`src/rtl/mrd_tag_pool.sv`:
```
// Shared MRd tag pool: round-robin channel arbiter feeding a lowest-free-tag bitmap allocator.
// Latency: a request seen at edge k gives a one-cycle grant pulse in cycle k+1; at most one grant per 3 cycles.
// Backpressure: with no free tag, requests stay pending without a pulse until a release frees a tag.
module mrd_tag_pool #(
    parameter int NUM_CHAN = 4,
    parameter int NUM_TAGS = 32
) (
    input  logic                s_axi_clk,
    input  logic                s_axi_rstn,
    input  logic [NUM_CHAN-1:0] alloc_tag_req,
    output logic [NUM_CHAN-1:0] allocated_tag_rdy,
    output logic [7:0]          allocated_tag,
    input  logic                tag_release_valid,
    input  logic [7:0]          tag_release_tag,
    input  logic                flush_all,
    output logic [8:0]          free_count,
    output logic                tags_empty,
    output logic                err_bad_release
);

    localparam int CW = (NUM_CHAN > 1) ? $clog2(NUM_CHAN) : 1;
    localparam int TW = (NUM_TAGS > 1) ? $clog2(NUM_TAGS) : 1;

    typedef enum logic [1:0] {
        IDLE  = 2'd0,
        GRANT = 2'd1,
        HOLD  = 2'd2
    } state_t;

    state_t              state, state_nxt;
    logic [CW-1:0]       rr_ptr;
    logic [CW-1:0]       win_idx;
    logic                win_found;
    logic [NUM_TAGS-1:0] bitmap, bitmap_nxt;
    logic [TW-1:0]       tag_idx;
    logic                tag_found;
    logic                do_alloc;
    logic [NUM_CHAN-1:0] req_masked;
    logic [TW-1:0]       rel_slot;
    logic                rel_in_range;
    logic                rel_ok;
    logic                rel_bad;
    logic [8:0]          count_nxt;

    // Only IDLE may start a grant, so the winner's dropped request in HOLD never counts.
    assign req_masked = (state == IDLE) ? alloc_tag_req : '0;

    always_comb begin
        win_found = 1'b0;
        win_idx   = rr_ptr;
        for (int k = 1; k <= NUM_CHAN; k++) begin
            if (!win_found && req_masked[CW'((int'(rr_ptr) + k) % NUM_CHAN)]) begin
                win_found = 1'b1;
                win_idx   = CW'((int'(rr_ptr) + k) % NUM_CHAN);
            end
        end
    end

    always_comb begin
        tag_idx   = '0;
        tag_found = |bitmap;
        for (int i = NUM_TAGS - 1; i >= 0; i--) begin
            if (bitmap[i]) begin
                tag_idx = TW'(i);
            end
        end
    end

    // A release is legal only for an in-range tag that is currently handed out.
    assign rel_slot     = tag_release_tag[TW-1:0];
    assign rel_in_range = ({1'b0, tag_release_tag} < 9'(NUM_TAGS));
    assign rel_ok       = tag_release_valid && rel_in_range && !bitmap[rel_slot];
    assign rel_bad      = tag_release_valid && !(rel_in_range && !bitmap[rel_slot]);

    always_comb begin
        state_nxt = state;
        do_alloc  = 1'b0;
        case (state)
            IDLE: begin
                if (win_found && tag_found) begin
                    do_alloc  = 1'b1;
                    state_nxt = GRANT;
                end
            end
            GRANT:   state_nxt = HOLD;
            HOLD:    state_nxt = IDLE;
            default: state_nxt = IDLE;
        endcase
        if (flush_all) begin
            do_alloc  = 1'b0;
            state_nxt = IDLE;
        end
    end

    // Allocation picks from the pre-edge bitmap, so a tag released on the same edge is not re-granted.
    always_comb begin
        bitmap_nxt = bitmap;
        if (do_alloc) begin
            bitmap_nxt[tag_idx] = 1'b0;
        end
        if (rel_ok) begin
            bitmap_nxt[rel_slot] = 1'b1;
        end
    end

    assign count_nxt = free_count + {8'd0, rel_ok} - {8'd0, do_alloc};

    always_ff @(posedge s_axi_clk or negedge s_axi_rstn) begin
        if (!s_axi_rstn) begin
            state <= IDLE;
        end else begin
            state <= state_nxt;
        end
    end

    always_ff @(posedge s_axi_clk or negedge s_axi_rstn) begin
        if (!s_axi_rstn) begin
            bitmap            <= '1;
            free_count        <= 9'(NUM_TAGS);
            allocated_tag_rdy <= '0;
            allocated_tag     <= '0;
            rr_ptr            <= CW'(NUM_CHAN - 1);
            err_bad_release   <= 1'b0;
        end else if (flush_all) begin
            bitmap            <= '1;
            free_count        <= 9'(NUM_TAGS);
            allocated_tag_rdy <= '0;
        end else begin
            bitmap            <= bitmap_nxt;
            free_count        <= count_nxt;
            allocated_tag_rdy <= do_alloc ? (NUM_CHAN'(1) << win_idx) : '0;
            if (do_alloc) begin
                allocated_tag <= 8'(tag_idx);
                rr_ptr        <= win_idx;
            end
            if (rel_bad) begin
                err_bad_release <= 1'b1;
            end
        end
    end

    assign tags_empty = (free_count == 9'd0);

endmodule

```
`config.mk`:
```
export PLATFORM = sky130hd
export DESIGN_NAME = mrd_tag_pool
export DESIGN_NICKNAME = d
export VERILOG_FILES = /design/src/rtl/mrd_tag_pool.sv
export SDC_FILE = /design/constraint.sdc
export NUM_CORES = 1
export LEC_CHECK = 0
export BUFFER_PORTS_ARGS = -buffer_cell sky130_fd_sc_hd__buf_2
export CELL_PAD_IN_SITES_DETAIL_PLACEMENT = 0
export CELL_PAD_IN_SITES_GLOBAL_PLACEMENT = 1
export CORE_UTILIZATION = 46
export CTS_BUF_LIST = sky130_fd_sc_hd__clkbuf_16
export CTS_CLUSTER_DIAMETER = 200
export DETAILED_ROUTE_END_ITERATION = 10
export PLACE_DENSITY = 0.88
export SLEW_MARGIN = 0
export SYNTH_ARGS = -nofsm -noshare
export SYNTH_HDL_FRONTEND = slang
export SYNTH_SLANG_ARGS = --single-unit
```
`constraint.sdc`:
```
create_clock -name s_axi_clk -period 4.4 [get_ports s_axi_clk]
set_input_delay 0.66 -clock s_axi_clk [delete_from_list [all_inputs] [get_ports s_axi_clk]]
set_output_delay 0.66 -clock s_axi_clk [all_outputs]
set_load 0.05 [all_outputs]
```
# Word level (Yosys, flattened, before mapping)
# Cells that the tools add are included.
[totals] out_inout_bits=23 inputBits=16 word_cells=120 ff_bits=55
[classes] n_shift=1 magnitude_cmp=9 n_bitwise=4 n_eq_ne=2 n_mux=71 add_sub_neg=6 reduce_logical=20
[op_table] operator="$mux W5" n=32
[op_table] operator="$mux W32" n=3
[op_table] operator="$and A32 B32 Y32" n=1
[op_table] operator="$not A32 Y32" n=1
[op_table] operator="$or A32 B32 Y32" n=1
[op_table] operator="$reduce_or A32 Y1" n=1
[op_table] operator="$mux W1" n=18
[op_table] operator="$lt A2 B4 Y1 const B" n=4
[op_table] operator="$lt A5 B6 Y1 const B" n=2
[op_table] operator="$mux W2" n=6
[op_table] operator="$mux W4" n=3
[op_table] operator="$demux W1 S5" n=2
[op_table] operator="$ge A5 B1 Y1 const B" n=2
[op_table] operator="$logic_and A1 B1 Y1" n=10
[op_table] operator="$add A9 B1 Y9" n=1
[op_table] operator="$logic_not A9 Y1" n=1
[op_table] operator="$mux W9" n=1
[op_table] operator="$sub A9 B1 Y9" n=1
[op_table] operator="$bmux W1 S2" n=4
[op_table] operator="$lt A8 B6 Y1 const B" n=1
[op_table] operator="$bmux W1 S5" n=1
[op_table] operator="$logic_not A1 Y1" n=5
[op_table] operator="$add A2 B1 Y2 const B" n=2
[op_table] operator="$add A2 B2 Y2 const B" n=2
[op_table] operator="other kinds (7)" n=8

# Depth between registers and ports, before layout
# Gate-level depths: netlist of run 1.
[logic_depth] word_depth=42 depth_mapped=18 mapped_depth_nobuf=16

# Worst setup path before layout of run 1
# No wires, ideal clock.
[synth_path] path_kind="input to register" startpoint="in tag_release_tag[0]" endpoint="reg free_count[8]" required_ps=4268 stages=17 slack_ps=447 setup_ps=132 arrival_ps=3821 n_path_buf=1 path_cell_list="buf_6 -> mux4_2 -> a2111oi_1 -> o21ai_1 -> nor2_2 -> nand2_4 -> ha_1 -> inv_1 -> ha_1 -> fa_1 -> a21oi_1 -> o21bai_1 -> a21oi_1 -> nor2_1 -> o41ai_1 -> xnor2_1 -> nor2_1"
[synth_between] elab_chain_cells=7 elab_cells_between_ends=9 classes_between="add/sub (2); order compare (1); mux (3); reduce/logical (3)"
[synth_lines] item="start, declared" line_no="14" rtl="input logic [7:0] tag_release_tag,"
[synth_lines] item="$bmux W1 S5" line_no="72" rtl="assign rel_ok = tag_release_valid && rel_in_range && !bitmap[rel_slot];"
[synth_lines] item="$mux W1 (implied by the code)" line_no="72"
[synth_lines] item="$logic_not A1 Y1" line_no="72"
[synth_lines] item="$logic_and A1 B1 Y1 (*)" line_no="72"
[synth_lines] item="$add A9 B1 Y9 (*)" line_no="106" rtl="assign count_nxt = free_count + {8'd0, rel_ok} - {8'd0, do_alloc};"
[synth_lines] item="$sub A9 B1 Y9 (*)" line_no="106"
[synth_lines] item="$mux W9 (*)" line_no="124" rtl="end else if (flush_all) begin"
[synth_lines] item="end signal, assigned" line_no="119" rtl="free_count <= 9'(NUM_TAGS);"
[synth_lines] item="end signal, assigned" line_no="126" rtl="free_count <= 9'(NUM_TAGS);"
[synth_lines] item="end signal, assigned" line_no="130" rtl="free_count <= count_nxt;"
[synth_lines] item="end, declared" line_no="16" rtl="output logic [8:0] free_count,"
# Every way passes the cells marked *; elsewhere a longest branch is shown, timed or not. The select of a mux whose other input is x is not followed.
# A chain may end at the register's enable or synchronous reset.

# Final worst setup path of run 1
# Ends and elaborated chain as after synthesis.

==> results of run 1 <==
==> critical path: stages <==
cell	delay, ps
buf_2	120
buf_4	260
mux4_1	590
a22oi_1	170
o311ai_1	130
nor2_2	170
nand2_4	120
ha_1	290
inv_1	40
ha_1	200
fa_1	410
a21oi_1	140
o21bai_1	100
a21oi_1	160
nor2_1	70
o41ai_1	330
xnor2_1	160
nor2_1	50
==> registers in the layout, summed over array words and instances (netlist names) <==
signal / cells
state: 2
allocated_tag: 5
bitmap: 32
rr_ptr: 2
free_count: 9
allocated_tag_rdy: 4
err_bad_release: 1
==> cells by family (layout without fill, tap and decap cells) <==
kind of cell | count (synthesis) | after routing | share of synthesized area, %
and+or+nand+nor | 153 | 153 | 22.9
AOI/OAI and AO/OA | 91 | 91 | 19.5
DFF | 55 | 55 | 40.0
buffers and inverters | 38 | 74 | 4.75
adders and majority gates | 13 | 13 | 4.79
muxes | 10 | 10 | 6.06
xor gates and xnor gates | 8 | 8 | 1.97
other | 1 | 3 | 0.106
==> routing by layer <==
metal / vias up / part of all wire (%) / wire length [um]
li1: 1447 / - / -
met1: 1547 / 42 / 4000
met2: 163 / 46 / 4350
met3: 30 / 8.2 / 778
met4: 0 / 3.3 / 308
met5: - / 0 / 0
==> through the flow <==
step                worst slack (ps)  cells  total power [mW]  utilization [%]
detailed placement               124    498              1.29             52.2
finish                           401    506              1.68             54.1
CTS                              410    506              1.69             54.1
global placement                 186    498              1.29             52.2
global route                     167    506              1.78             54.1
floorplan                        447    371              1.15                -
==> area by class of cell <==
type | count | area [um2]
Clock inverter | 3 | 16.3
Sequential cell | 55 | 1420
Clock buffer | 5 | 125
Fill cell | 665 | 3380
Inverter | 21 | 78.8
Timing Repair Buffer | 45 | 250
Multi-Input combinational cell | 278 | 1970
Tap cell | 99 | 124
==> where the power goes <==
part / total (mW) / switching, mW / internal (mW)
clock: 0.391 / 0.183 / 0.208
sequential: 0.616 / 0.0436 / 0.572
combinational: 0.670 / 0.437 / 0.234
==> worst max path at each step <==
stage	startpoint	to	slack, ps
detailed placement	tag_release_tag[0]	free_count[8]	120
global route	tag_release_tag[0]	free_count[8]	170
floorplan	tag_release_tag[0]	free_count[8]	450
global placement	tag_release_tag[0]	free_count[8]	190
finish	tag_release_tag[0]	free_count[8]	400
CTS	tag_release_tag[0]	free_count[8]	410
==> cell usage in the layout (no fill, tap or decap), types with 3 or more instances in the layout <==
master / count
or2_2: 5
mux4_2: 4
nand4_1: 4
nor4_1: 11
nand3_1: 9
a221o_1: 31
o221ai_1: 3
or3_1: 3
o31ai_1: 3
nor3b_1: 4
nor3_1: 9
o21bai_1: 4
nand2_1: 29
mux4_1: 4
o21ai_0: 12
nor2_1: 44
xnor2_1: 5
buf_2: 35
dfrtp_1: 20
a21oi_1: 17
buf_4: 10
ha_1: 12
nand2b_1: 14
inv_1: 22
xor2_1: 3
clkbuf_16: 5
dfstp_2: 35
conb_1: 3
nor2b_1: 6
==> impl_metrics.ini, run 1 <==
[outcome]
outcome = completed

[worst_setup_path]
rr_worst_depth = 15
crit_path_start_kind = input pin
regToRegSetupSlack_ps = 490
r2r_start = bitmap[31]
critPathCaptureType = flip-flop
crit_type = input pin to flip-flop
rr_endpoint = free_count[8]
cp.arrival_ps = 4170
cp.required_ps = 4570
crit_fanout = 14

[clock_network]
hold_buffers = 0
clockBufferDepth = 2
post-cts-setup-buffers = 0
cts_tree = built
htreeDepth = 2
cts_buffers = 5
insertion_delay_ps = 290
clk_pin_slew_ps = 70
cts_root_buffer = clkbuf_16
cts-resized-gates = 0
clock-sinks = 55

[sta]
relSlewSlack_pct = 43.9
finClkSkew_ps = 6.94
finalHoldViolations = 0
min_period_ps = 4000
tightest_slew_ps = 837
period_share_pct = 90.9
rsz0062_at_grt = no
hold_ws_ps = 458
setup_viol = 0
fin_setup_tns_ps = 0
fmax_mhz = 250
finalMaxSlewViolations = 0

[layout]
nNetsFinal = 435
drive_above_1_share_pct = 25.1
area_delta_synth_final_pct = 12.2
fin_area_um2 = 3990
n_antenna_cell = 0

[logic_synthesis]
synth.top_cell.area_share_pct = 25.9
synthArstFlopShare_pct = 100
synth-edff-count = 0
ys_seq_area_share_pct = 40.0
synth.cell_area_um2 = 3550
synth_area_leader_cell = dfstp_2
synth-seq-cells = 55
yosysUniqueCellTypes = 61
yosysWarnings = 0
synth-main-ff-cell = dfstp_2
synth.most_common_cell = nor2_1
ys_top_cells_by_count = nor2_1, dfstp_2, a221o_1
ys_top_cells_by_area = dfstp_2, dfrtp_1, a221o_1
synthCells = 369
avgSynthCellArea_um2 = 9.63

[grt]
grt_use_met1_pct = 32.8
use_met3_pct = 4.06
track_usage_pct = 24.0
grt_first_pass_wirelength_mm = 15.3
busiest_layer = met2
antenna_found_initial = 0
grt_pass1_vias = 2988
grt_max_degree = 56
gr-usage-met2_pct = 38.3
grt_overflow_total = 0

[drt]
post_drt_wl_per_cell_um = 18.7
ant_nets = 0
vias = 3187
dr.pass1.iters = 5
vias_per_cell = 6.30
drc = 0
dr.first_iter.drc_count = 318
wirelength_mm = 9.44

[floorplan]
die_width_um = 89.9
num_io_pins = 39
die_area_um2 = 8080
rows = 31
die_h_um = 89.9
core_um2 = 7370
start_util_pct = 48.2

[place]
io_buffers = 35
place_area_um2 = 3840
place_congestion = 0.989
dp_hpwl_mm = 6.66

[run]
maxCapViolCount = 0

[hold_path]
hold_depth = 1
hold_path_startpoint = state[1]
hold_class = flip-flop to flip-flop
min_to = state[1]

[power_and_ir_drop]
pwr_density_cell_nw_per_um2 = 421
vdd_drop_max_mv = 0.226
power.leakage_nw = 1.56
No activity file was read; power rests on OpenSTA's default activity.
==> inputs of run 2 (changes only) <==
--- a/config.mk
+++ b/config.mk
@@ -5,14 +5,16 @@
 export SDC_FILE = /design/constraint.sdc
 export NUM_CORES = 1
 export LEC_CHECK = 0
+export ABC_AREA = 1
 export BUFFER_PORTS_ARGS = -buffer_cell sky130_fd_sc_hd__buf_2
 export CELL_PAD_IN_SITES_DETAIL_PLACEMENT = 0
 export CELL_PAD_IN_SITES_GLOBAL_PLACEMENT = 1
-export CORE_UTILIZATION = 46
+export CORE_UTILIZATION = 43
 export CTS_BUF_LIST = sky130_fd_sc_hd__clkbuf_16
 export CTS_CLUSTER_DIAMETER = 200
 export DETAILED_ROUTE_END_ITERATION = 10
 export PLACE_DENSITY = 0.88
+export SETUP_SLACK_MARGIN = 0.1
 export SLEW_MARGIN = 0
 export SYNTH_ARGS = -nofsm -noshare
 export SYNTH_HDL_FRONTEND = slang
==> impl_metrics.ini, run 2 <==
[outcome]
outcome = completed

[sta]
min_period_ps = 3950
tightest_slew_ps = 731
period_share_pct = 89.8
finalMaxSlewViolations = 0
finalHoldViolations = 0
relSlewSlack_pct = 51.3
fin_setup_tns_ps = 0
fmax_mhz = 253
rsz0062_at_grt = no
finClkSkew_ps = 10.9
setup_viol = 0

[logic_synthesis]
synth.top_cell.area_share_pct = 24.8
yosysUniqueCellTypes = 47
synthCells = 512
ys_top_cells_by_count = nand2_1, inv_1, nor2_1
synth_area_leader_cell = dfstp_2
synth-edff-count = 0
synth.cell_area_um2 = 3710
synthArstFlopShare_pct = 100
synth.most_common_cell = nand2_1
ys_seq_area_share_pct = 38.3
avgSynthCellArea_um2 = 7.25
yosysWarnings = 0
synth-seq-cells = 55
ys_top_cells_by_area = dfstp_2, dfrtp_1, nand2_1
synth-main-ff-cell = dfstp_2

[layout]
fin_area_um2 = 4200
nNetsFinal = 578
n_antenna_cell = 0
drive_above_1_share_pct = 19.1
largest_reg_flops = 32
instances_no_fill = 654
area_delta_synth_final_pct = 13.1
final_common_cell = nand2_1
reg_top3 = bitmap x32, free_count x9, allocated_tag x5
regMostFlops = bitmap
most-common-layout-cells = nand2_1, inv_1, nor2_1, nand3_1, dfstp_2

[floorplan]
num_io_pins = 39
start_util_pct = 44.7
core_um2 = 8300
die_area_um2 = 9010
die_width_um = 94.9
rows = 33
die_h_um = 94.9

[drt]
dr.first_iter.drc_count = 255
post_drt_wl_per_cell_um = 16.0
vias_per_cell = 5.60
dr.pass1.iters = 6
route.met2.wl_mm = 4.70
wl_met3_um = 817
vias = 3662
met1_length_mm = 4.60
wirelength_mm = 10.4
ant_nets = 0
drc = 0
top_layer = met4

[place]
placedCellCount = 647
io_buffers = 35
dp_hpwl_mm = 7.60
place_congestion = 0.898
place_area_um2 = 4030

[power_and_ir_drop]
pwr_density_cell_nw_per_um2 = 516
combPwrFrac_pct = 48.4
swShare_pct = 45.1
net-switching-power_mw = 0.978
p_seq_share_pct = 30.5
power_mw = 2.17
vdd_drop_max_mv = 0.402
clkPwrFrac_pct = 21.1
internal-power_mw = 1.19
power.leakage_nw = 2.09

[clock_network]
clock-sinks = 55
insertion_delay_ps = 300
clk_pin_slew_ps = 80
cts_root_buffer = clkbuf_16
post-cts-setup-buffers = 0
hold_buffers = 0
cts_buffers = 5
clockBufferDepth = 2
htreeDepth = 2
cts_tree = built

[worst_setup_path]
crit_path_start_kind = input pin
crit_type = input pin to flip-flop
cp.arrival_ps = 4140
crit_fanout = 8
regToRegSetupSlack_ps = 700
critPathCaptureType = flip-flop
cp.required_ps = 4580

[grt]
track_usage_pct = 24.8
grt_first_pass_wirelength_mm = 17.0
grt_pass1_vias = 3383
grt_max_degree = 33
antenna_found_initial = 0
grt_overflow_total = 0

[run]
maxCapViolCount = 0

[hold_path]
hold_class = input pin to asynchronous set/reset pin
## run 2: cell types whose count changed after synthesis, sizes merged, moves of 14 or more
cell,before,now
inv,21,75
a31oi,2,17
nand2,30,118
nand3,9,45
nand2b,14,0
a221o,31,0
o21ai,14,32
## run 2: repair_timing
item / 4_1_cts / 5_1_grt
endpoints found under the hold margin: 0 / 0
setup endpoints to repair: 0 / 1
resized for setup: 0 / 3
## run 2: path summary, 6_finish.rpt
kind | cells past startpoint | end | from
worst max-delay path | 26 | free_count[8] | tag_release_tag[0]
worst min-delay path | 1 | free_count[3] | s_axi_rstn
worst max register to register | 23 | free_count[8] | bitmap[27]
worst min register to register | 1 | state[1] | state[1]
max in group asynchronous | 2 | bitmap[11] | s_axi_rstn
min in group s_axi_clk | 1 | state[1] | state[1]
## run 2: worst max-delay path, cell delays in order
cell and delay [ps]:
buf_2 140, buf_4 160, nand2_1 230, o221ai_1 150, a22o_1 210, a221oi_2 180, nand4_1 200, nor2_2 180
inv_2 50, ha_1 260, inv_1 40, ha_1 200, fa_1 400, a21oi_1 170, nor2_1 70, nor2_1 80
nor2_1 60, nor2_1 90, o21bai_1 80, nand2_1 60, inv_1 40, nor2_1 80, nor2_1 40, nor2_1 100
xor2_1 150, nor2_1 50
## run 2: area by class of cell
class	instances	area, um2
Multi-Input combinational cell	363	1930
Sequential cell	55	1420
Timing Repair Buffer	47	268
Inverter	77	289
Tap cell	105	131
Fill cell	820	4100
Clock buffer	5	125
Clock inverter	2	37.5
## run 2: cell families (layout without fill, tap and decap cells)
| group | after synthesis | after routing | share of synthesized area (%) |
|---|---|---|---|
| simple gates | 251 | 251 | 30.6 |
| buf+inv | 96 | 131 | 10.2 |
| compound gates | 91 | 91 | 15.0 |
| flops | 55 | 55 | 38.3 |
| fa+ha+maj | 13 | 13 | 4.59 |
| xor+xnor | 4 | 4 | 0.944 |
| other cells | 1 | 3 | 0.101 |
| mux | 1 | 1 | 0.270 |
## run 2: through the flow
| stage | hold slack [ps] | utilization, % | setup WS [ps] |
|---|---|---|---|
| 2_1_floorplan | 364 | - | 311 |
| 3_3_place_gp | 418 | 48.5 | 238 |
| 3_5_place_dp | 422 | 48.5 | 97.8 |
| 4_1_cts | 432 | 50.5 | 390 |
| 5_1_grt | 466 | 50.6 | 103 |
| 6_report | 419 | 50.6 | 447 |
## run 2: layer usage
| metal | global-route usage [%] | vias up |
|---|---|---|
| li1 | - | 1771 |
| met1 | 32.3 | 1708 |
| met2 | 40.0 | 155 |
| met3 | 5.39 | 28 |
| met4 | 9.85 | 0 |
| met5 | 0 | - |
## run 2: power by group through the flow
| stage | logic (mW) | clock network, mW | registers (mW) |
|---|---|---|---|
| 2_1_floorplan | 0.671 | 0 | 0.798 |
| 5_1_grt | 1.17 | 0.481 | 0.672 |
| 6_report | 1.05 | 0.458 | 0.662 |
| 3_5_place_dp | 1.04 | 0 | 0.668 |
| 3_3_place_gp | 1.02 | 0 | 0.667 |
| 4_1_cts | 1.05 | 0.464 | 0.661 |
==> inputs of run 3 (changes only) <==
--- a/config.mk
+++ b/config.mk
@@ -9,6 +9,7 @@
 export BUFFER_PORTS_ARGS = -buffer_cell sky130_fd_sc_hd__buf_2
 export CELL_PAD_IN_SITES_DETAIL_PLACEMENT = 0
 export CELL_PAD_IN_SITES_GLOBAL_PLACEMENT = 1
+export CORE_ASPECT_RATIO = 0.7
 export CORE_UTILIZATION = 43
 export CTS_BUF_LIST = sky130_fd_sc_hd__clkbuf_16
 export CTS_CLUSTER_DIAMETER = 200
==> impl_metrics.ini, run 3 (synthesized netlist as in run 2, its figures left out) <==
[layout]
n_antenna_cell = 0
multiInputGateArea_um2 = 1930
seqCellArea_um2 = 1420
most-common-layout-cells = nand2_1, inv_1, nor2_1, nand3_1
largest_reg_flops = 32
nNetsFinal = 577
reg_top3 = bitmap x32, free_count x9, allocated_tag x5
fin_util_pct = 51.3
fill_cells = 815
area_delta_synth_final_pct = 12.1
regMostFlops = bitmap
final_common_cell = nand2_1
drive_above_1_share_pct = 19.1

[floorplan]
num_io_pins = 39
die_h_um = 79.7
die_area_um2 = 9010
die_width_um = 113
rows = 27
start_util_pct = 45.8
core_um2 = 8110

[power_and_ir_drop]
pwr_density_cell_nw_per_um2 = 504
power_mw = 2.10
vdd_drop_max_mv = 0.419
power.leakage_nw = 2.08

[outcome]
outcome = completed

[drt]
post_drt_wl_per_cell_um = 16.4
dr.first_iter.drc_count = 407
wirelength_mm = 10.7
vias_per_cell = 5.66
drc = 0
vias = 3676
ant_nets = 0
dr.pass1.iters = 5

[grt]
grt_max_degree = 31
track_usage_pct = 25.5
grt_pass1_vias = 3369
grt_first_pass_wirelength_mm = 17.3
grt_overflow_total = 0
antenna_found_initial = 0

[place]
place_congestion = 0.924
io_buffers = 35
post-place-ws_ps = 128
dp_hpwl_mm = 8.03

[hold_path]
hold_class = input pin to asynchronous set/reset pin

[clock_network]
clk_pin_slew_ps = 80
cts_tree = built
cts_buffers = 5
clockBufferDepth = 2
cts_root_buffer = clkbuf_16
insertion_delay_ps = 300
clock-sinks = 55
htreeDepth = 2

[sta]
fmax_mhz = 254
finClkSkew_ps = 10.6
tightest_slew_ps = 694
min_period_ps = 3930
period_share_pct = 89.4
hold_ws_ps = 394
setup_viol = 0
finalMaxSlewViolations = 0
fin_setup_tns_ps = 0
finalHoldViolations = 0
rsz0062_at_grt = no
fin_ws_ps = 466
relSlewSlack_pct = 53.7

[worst_setup_path]
critPathCaptureType = flip-flop
cp.arrival_ps = 4110
cp.required_ps = 4580
crit_path_start_kind = input pin
crit_type = input pin to flip-flop
crit_fanout = 11

[run]
maxCapViolCount = 0
run 3: critical path: stages:
cell	delay [ps]
buf_2	170
inv_1	120
nor2_2	90
buf_4	190
a22oi_1	130
o221ai_1	130
a221oi_1	240
nand4_1	210
nor2_2	190
inv_2	50
ha_1	260
inv_1	40
ha_1	200
fa_2	350
a21oi_1	130
nor2_1	70
nor2_1	90
nor2_1	60
nor2_1	90
o21bai_1	90
nand2_1	60
inv_1	50
nor2_1	80
nor2_1	40
nor2_1	100
xor2_1	150
nor2_1	50
run 3: final timing paths:
check                                    from  slack, ps  cells after the start                to
max                        tag_release_tag[0]        470                     27     free_count[8]
min                                s_axi_rstn        390                      1  allocated_tag[1]
max reg2reg                        bitmap[31]        710                     25     free_count[8]
min reg2reg                          state[1]        430                      1          state[1]
max in group asynchronous          s_axi_rstn       3140                      2         rr_ptr[1]
min in group s_axi_clk               state[1]        430                      1          state[1]
run 3: layer usage:
metal	vias up	share of wire, %	GRT usage, %
met5	-	0	0
met4	0	1.4	6.84
met3	17	11	6.99
met2	187	39	34.9
met1	1703	49	38.7
li1	1769	-	-
run 3: metrics by stage:
| stage | area [um2] | instances |
|---|---|---|
| CTS | 4140 | 649 |
| finish | 4160 | 650 |
| global route | 4160 | 650 |
| floorplan | 3720 | 514 |
| detailed placement | 4010 | 641 |
| global placement | 4010 | 641 |
run 3: cell type report:
type                       count  area share, %
clock buffer                   5           3.01
clock inverter                 3          0.301
inverter                      77           6.95
multi-input combinational    363           46.4
sequential                    55           34.1
tap                          101           3.04
timing repair buffer          46           6.20
run 3: what timing repair did:
| item | CTS | global route |
|---|---|---|
| hold buffers | 0 | 0 |
| setup endpoints to repair | 0 | 1 |
| buffers inserted | 0 | 1 |
| gates resized for setup | 0 | 4 |
run 3: where the power goes:
| group | leakage (nW) | internal [mW] | switching (mW) |
|---|---|---|---|
| Clock | 0.0724 | 0.207 | 0.188 |
| Sequential | 0.628 | 0.596 | 0.0660 |
| Combinational | 1.38 | 0.328 | 0.714 |
| Total | 2.08 | 1.13 | 0.968 |
